--- src/rtl/dmem_arbiter.sv ---
// dmem_arbiter
//
// Shares the single data-memory port between the CPU memory stage and the
// UART program loader. One requester is granted per cycle. The grant steers
// that requester's write enables, address and write data onto the memory
// port. Synchronous read data comes back one cycle later, and a valid strobe
// marks it for whoever issued the read.
//
// The CPU normally has priority. When the build defines DMEM_ARB_STARVE_EN,
// a starvation counter forces a loader grant after STARVE_LIMIT consecutive
// denied loader cycles. Without that macro the arbitration is strict CPU
// priority, and STARVE_LIMIT is only range-checked.
//
// Parameters:
//   AW            word-address width of the data memory
//   STARVE_LIMIT  denied loader cycles before a forced loader grant (1..255)
//
// Ports:
//   clk, rst                  clock, synchronous active-high reset
//   cpu_req/wea/addr/wdata    CPU access request (wea == 0 means read)
//   cpu_stall                 CPU request not granted this cycle
//   cpu_rdata, cpu_rvalid     CPU read return (one cycle after grant)
//   ldr_req/wea/addr/wdata    loader access request (wea == 0 means read)
//   ldr_gnt                   loader request accepted this cycle
//   ldr_rdata, ldr_rvalid     loader read return
//   mem_en/wea/addr/wdata     memory port command
//   mem_rdata                 registered memory read data
module dmem_arbiter #(
    parameter int AW           = 12,
    parameter int STARVE_LIMIT = 8
) (
    input  logic          clk,
    input  logic          rst,
    input  logic          cpu_req,
    input  logic [3:0]    cpu_wea,
    input  logic [AW-1:0] cpu_addr,
    input  logic [31:0]   cpu_wdata,
    output logic          cpu_stall,
    output logic [31:0]   cpu_rdata,
    output logic          cpu_rvalid,
    input  logic          ldr_req,
    input  logic [3:0]    ldr_wea,
    input  logic [AW-1:0] ldr_addr,
    input  logic [31:0]   ldr_wdata,
    output logic          ldr_gnt,
    output logic [31:0]   ldr_rdata,
    output logic          ldr_rvalid,
    output logic          mem_en,
    output logic [3:0]    mem_wea,
    output logic [AW-1:0] mem_addr,
    output logic [31:0]   mem_wdata,
    input  logic [31:0]   mem_rdata
);

    typedef enum logic [1:0] {
        OWN_NONE,
        OWN_CPU,
        OWN_LDR
    } owner_t;

    logic   cpu_grant;
    logic   ldr_grant;
    owner_t owner;

    if (STARVE_LIMIT < 1 || STARVE_LIMIT > 255) begin : g_bad_limit
        $error("dmem_arbiter: STARVE_LIMIT must be in 1..255");
    end

`ifdef DMEM_ARB_STARVE_EN
    typedef enum logic {
        S_CPU,
        S_LDR
    } state_t;

    localparam logic [7:0] LIMIT_M1 = 8'(STARVE_LIMIT - 1);

    state_t     state;
    state_t     state_next;
    logic [7:0] starve_cnt;
    logic [7:0] starve_next;

    always_ff @(posedge clk) begin
        if (rst) begin
            state      <= S_CPU;
            starve_cnt <= 8'd0;
        end else begin
            state      <= state_next;
            starve_cnt <= starve_next;
        end
    end

    // S_LDR lasts for exactly one cycle. If the loader has dropped its
    // request by then, ordinary CPU-priority arbitration applies.
    always_comb begin
        cpu_grant   = 1'b0;
        ldr_grant   = 1'b0;
        state_next  = S_CPU;
        starve_next = 8'd0;

        if (state == S_LDR && ldr_req) begin
            ldr_grant = 1'b1;
        end else if (cpu_req) begin
            cpu_grant = 1'b1;
        end else if (ldr_req) begin
            ldr_grant = 1'b1;
        end

        // The counter saturates at 8'hFF rather than wrapping. A wrap
        // would silently restart the starvation window.
        if (ldr_req && !ldr_grant) begin
            starve_next = (starve_cnt == 8'hFF) ? starve_cnt : starve_cnt + 8'd1;
            if (state == S_CPU && starve_cnt >= LIMIT_M1) begin
                state_next = S_LDR;
            end
        end
    end
`else
    // Strict CPU priority: the loader only gets cycles the CPU leaves idle.
    always_comb begin
        cpu_grant = cpu_req;
        ldr_grant = ldr_req & ~cpu_req;
    end
`endif

    // Steer the granted requester onto the memory port. Drive zeros when
    // the port is idle so nothing stray reaches the memory.
    always_comb begin
        mem_en    = cpu_grant | ldr_grant;
        mem_wea   = 4'h0;
        mem_addr  = '0;
        mem_wdata = 32'h0;
        if (cpu_grant) begin
            mem_wea   = cpu_wea;
            mem_addr  = cpu_addr;
            mem_wdata = cpu_wdata;
        end else if (ldr_grant) begin
            mem_wea   = ldr_wea;
            mem_addr  = ldr_addr;
            mem_wdata = ldr_wdata;
        end
    end

    // Remember who issued the read so the returning data is marked valid
    // for that requester only. Writes leave no owner behind.
    always_ff @(posedge clk) begin
        if (rst) begin
            owner <= OWN_NONE;
        end else if (cpu_grant && cpu_wea == 4'h0) begin
            owner <= OWN_CPU;
        end else if (ldr_grant && ldr_wea == 4'h0) begin
            owner <= OWN_LDR;
        end else begin
            owner <= OWN_NONE;
        end
    end

    assign cpu_stall  = cpu_req & ~cpu_grant;
    assign ldr_gnt    = ldr_grant;
    assign cpu_rvalid = (owner == OWN_CPU);
    assign ldr_rvalid = (owner == OWN_LDR);
    assign cpu_rdata  = mem_rdata;
    assign ldr_rdata  = mem_rdata;

endmodule

--- config.mk ---
export PLATFORM = sky130hd
export DESIGN_NAME = dmem_arbiter
export DESIGN_NICKNAME = d
export VERILOG_FILES = /design/src/rtl/dmem_arbiter.sv
export SDC_FILE = /design/constraint.sdc
export NUM_CORES = 1
export LEC_CHECK = 0
export BUFFER_PORTS_ARGS = -buffer_cell sky130_fd_sc_hd__buf_2
export CORE_AREA = 2 2 96 98
export CTS_CLUSTER_SIZE = 10
export DETAILED_ROUTE_END_ITERATION = 7
export DIE_AREA = 0 0 98 100
export PLACE_DENSITY = 0.57
export SYNTH_ARGS = -nofsm -noshare
export SYNTH_HDL_FRONTEND = slang
export SYNTH_SLANG_ARGS = --single-unit
--- constraint.sdc ---
create_clock -name clk -period 1.3 [get_ports clk]
set_input_delay 0.26 -clock clk [delete_from_list [all_inputs] [get_ports clk]]
set_output_delay 0.26 -clock clk [all_outputs]
set_load 0.005 [all_outputs]
==> impl_metrics.tcl <==
set metrics [dict create \
    drc_errors 0 \
    netlist_area_um2 1100 \
    routed_wire_length_per_instance_um 14.5 \
    postLayoutCoreUtil 0.175 \
    dieWidth_um 98 \
    timing.final.crit_share 0.983 \
    dominant_cell_type_by_area_after_synthesis "buf_4" \
    fillCellCount 1020 \
    initial_utilization 0.123 \
    core_area_um2 8890 \
    finalPower_w 0.000794 \
    worst_hold_path.endpoint "owner[0]$_SDFF_PP0_" \
    vias_per_cell 3.89 \
    number_of_buffers_created_by_cts 3 \
    global_route.overflow_total 0 \
    clock_tree_root "clkbuf_8" \
    critical_path_arrival_ns 1.02 \
    first_iteration_detailed_routing_drc_count 12 \
    fmax_ghz 0.783 \
    status "complete, no violations" \
    design.die.area_um2 9800 \
    cell_by_cell_listing_of_the_critical_path "buf_8, nor2b_4, buf_12, a22o_1, buf_2" \
    syn-instance-count 137 \
    timing.hold.ws_ns 0.236 \
    drive_gt1_frac 0.755 \
    ys_seq_area_frac 0.0365 \
    critPathBufInv 3 \
    cpMaxStageDelayCell "buf_12" \
    ys_seq_elements 2 \
    period_minus_slack_ns 1.28 \
    cellPowerDensity_nw_per_um2 511 \
    number_of_flip_flops_under_the_largest_register_name 2 \
    ctsLongestPathBuffers 2 \
    ioPinCount 249 \
    p_leak_nw 0.913 \
    post_layout_nonfiller_instances 331 \
    post-cts-setup-buffers 0 \
    postRouteWirelength_um 4810 \
    post_synth.cell_area_avg_um2 8.01 \
    report.final.hold_viol_count 0 \
    gpl.final_weighted_congestion 0.839 \
    fp.dieH_um 100 \
    timing_worst_setup_path_type "in -> out" \
    layout-area-overhead-vs-synth_pct 41.7 \
    grt_usage 0.0881 \
    netlist.area_leader.share 0.479 \
    largest_fanout_on_the_critical_path 30 \
    clkSlewWorstSetupHoldPaths_ns 0.03 \
    vias_in_the_first_global_route 1299 \
    grt_max_degree 31 \
    synth_cell_type_count 15 \
    cts_max_level 1 \
    timing.hold.worst.start "cpu_wea[0]" \
    timing.critical_path.to_type "output pin" \
    cp_data_required_time_ns 1.04 \
    timing.hold.worst.class "in -> reg" \
    yosys-top-cells-area "buf_4 48%, a22o_1 38%, dfxtp_1 3.6%, buf_6 2.1%, nor2b_1 1.7%" \
    insertedDiodeCount 0 \
    antenna_violating_nets_post_route 0 \
    drtPass1Iterations 4 \
    number_of_endpoints_failing_setup_at_the_final_stage 0 \
    crit_family "buffers and inverters" \
    number_of_antenna_violations_at_the_first_check_in_global_routing 0 \
    detailed_placement_wirelength_estimate_um 4140 \
    via_count 1288 \
    worst_setup_path_start_kind "input pin" \
    max-cap-violations 0 \
    grt_setup_unrepaired "true" \
    largestRegisters "owner x2" \
    num_rows 35 \
    ir_worst_vdd_mv 0.140 \
    placed_cells_incl_taps 328 \
    ys.warnings.count 0 \
    grt_pass1_wl_um 6750 \
    nNetsFinal 354 \
    ctsHoldBuffers 0 \
    final-max-slew-violation-count 0 \
    timing.critical_path.slowest_cell_delay_ns 0.19 \
    synth_nets 269 \
    regMostFlops "owner" \
    io_buffers 151 \
    cts_sinks 2 \
    cts_tree "done" \
    worst_hold_path.num_cells 2 \
]
[Yosys cell counts]
master,number
clkbuf_1,4
dfxtp_1,2
nor3b_2,1
a22o_1,47
and3_1,1
conb_1,1
buf_2,1
a22o_2,1
nor3_1,1
nor2b_1,3
buf_6,2
or4_4,1
nor2_1,1
or2_2,1
buf_4,70
[cell usage in the layout (no fill, tap or decap), drive strengths merged]
cell type and instances:
nor2 1, or2 1, conb 1, and3 1, a22o 48, buf 157, nor2b 3, or4 1
dfxtp 2, nor3 1, clkbuf 3, nor3b 1
[kinds of logic (layout without fill, tap and decap cells)]
group / count (synthesis) / count (layout) / share of synthesized area
buffers and inverters: 77 / 160 / 0.518
AO/OA/AOI/OAI: 48 / 48 / 0.384
other: 1 / 1 / 0.00342
flip-flops: 2 / 2 / 0.0365
AND/OR/NAND/NOR: 9 / 9 / 0.0582
[how the worst max path moves through the flow]
stage               startpoint            end  slack, ns  cells past startpoint
floorplan              cpu_req   mem_addr[10]       0.17                      5
global placement       cpu_req  mem_wdata[16]      -0.04                      5
detailed placement     cpu_req  mem_wdata[16]      -0.05                      5
CTS                    cpu_req  mem_wdata[18]      0.008                      5
global route           cpu_req  mem_wdata[18]      -0.04                      5
finish                 cpu_req    mem_addr[3]       0.02                      5
[layer usage]
layer  vias up  GRT usage  part of all wire
met2        89      0.165              0.51
met1       569     0.0859              0.33
met5         -          0                 0
met3        31     0.0230              0.13
li1        599          -                 -
met4         0     0.0556             0.041
[per-stage QoR]
stage          setup WS (ns)  setup TNS [ns]  cell area, um^2
2_1_floorplan          0.166               0             1100
3_3_place_gp         -0.0425         -0.0808             1490
3_5_place_dp         -0.0503          -0.146             1490
4_1_cts              0.00805               0             1550
5_1_grt              -0.0432          -0.429             1560
6_report              0.0226               0             1560
[final cells by class]
cell class / instances / area (um^2) / share of cell area
Timing Repair Buffer: 157 / 830 / 0.533
Multi-Input combinational cell: 58 / 505 / 0.325
Tap cell: 111 / 139 / 0.0893
Clock buffer: 3 / 41.3 / 0.0265
Sequential cell: 2 / 40.0 / 0.0257
[power breakdown]
group / switching [W] / leakage [nW] / internal (W) / total (W)
combinational: 0.000200 / 0.875 / 0.000289 / 0.000489
clock: 0.0000465 / 0.0216 / 0.000196 / 0.000242
sequential: 0.000000183 / 0.0161 / 0.0000624 / 0.0000626
total: 0.000247 / 0.913 / 0.000547 / 0.000794
[repair_timing]
| action | 4_1_cts | 5_1_grt |
|---|---|---|
| pin swaps | 0 | 2 |
| setup endpoints to repair | 17 | 22 |
| gates resized for setup | 4 | 1 |
| endpoints found under the hold margin | 0 | 0 |
Power figures use the tool's default switching activity.
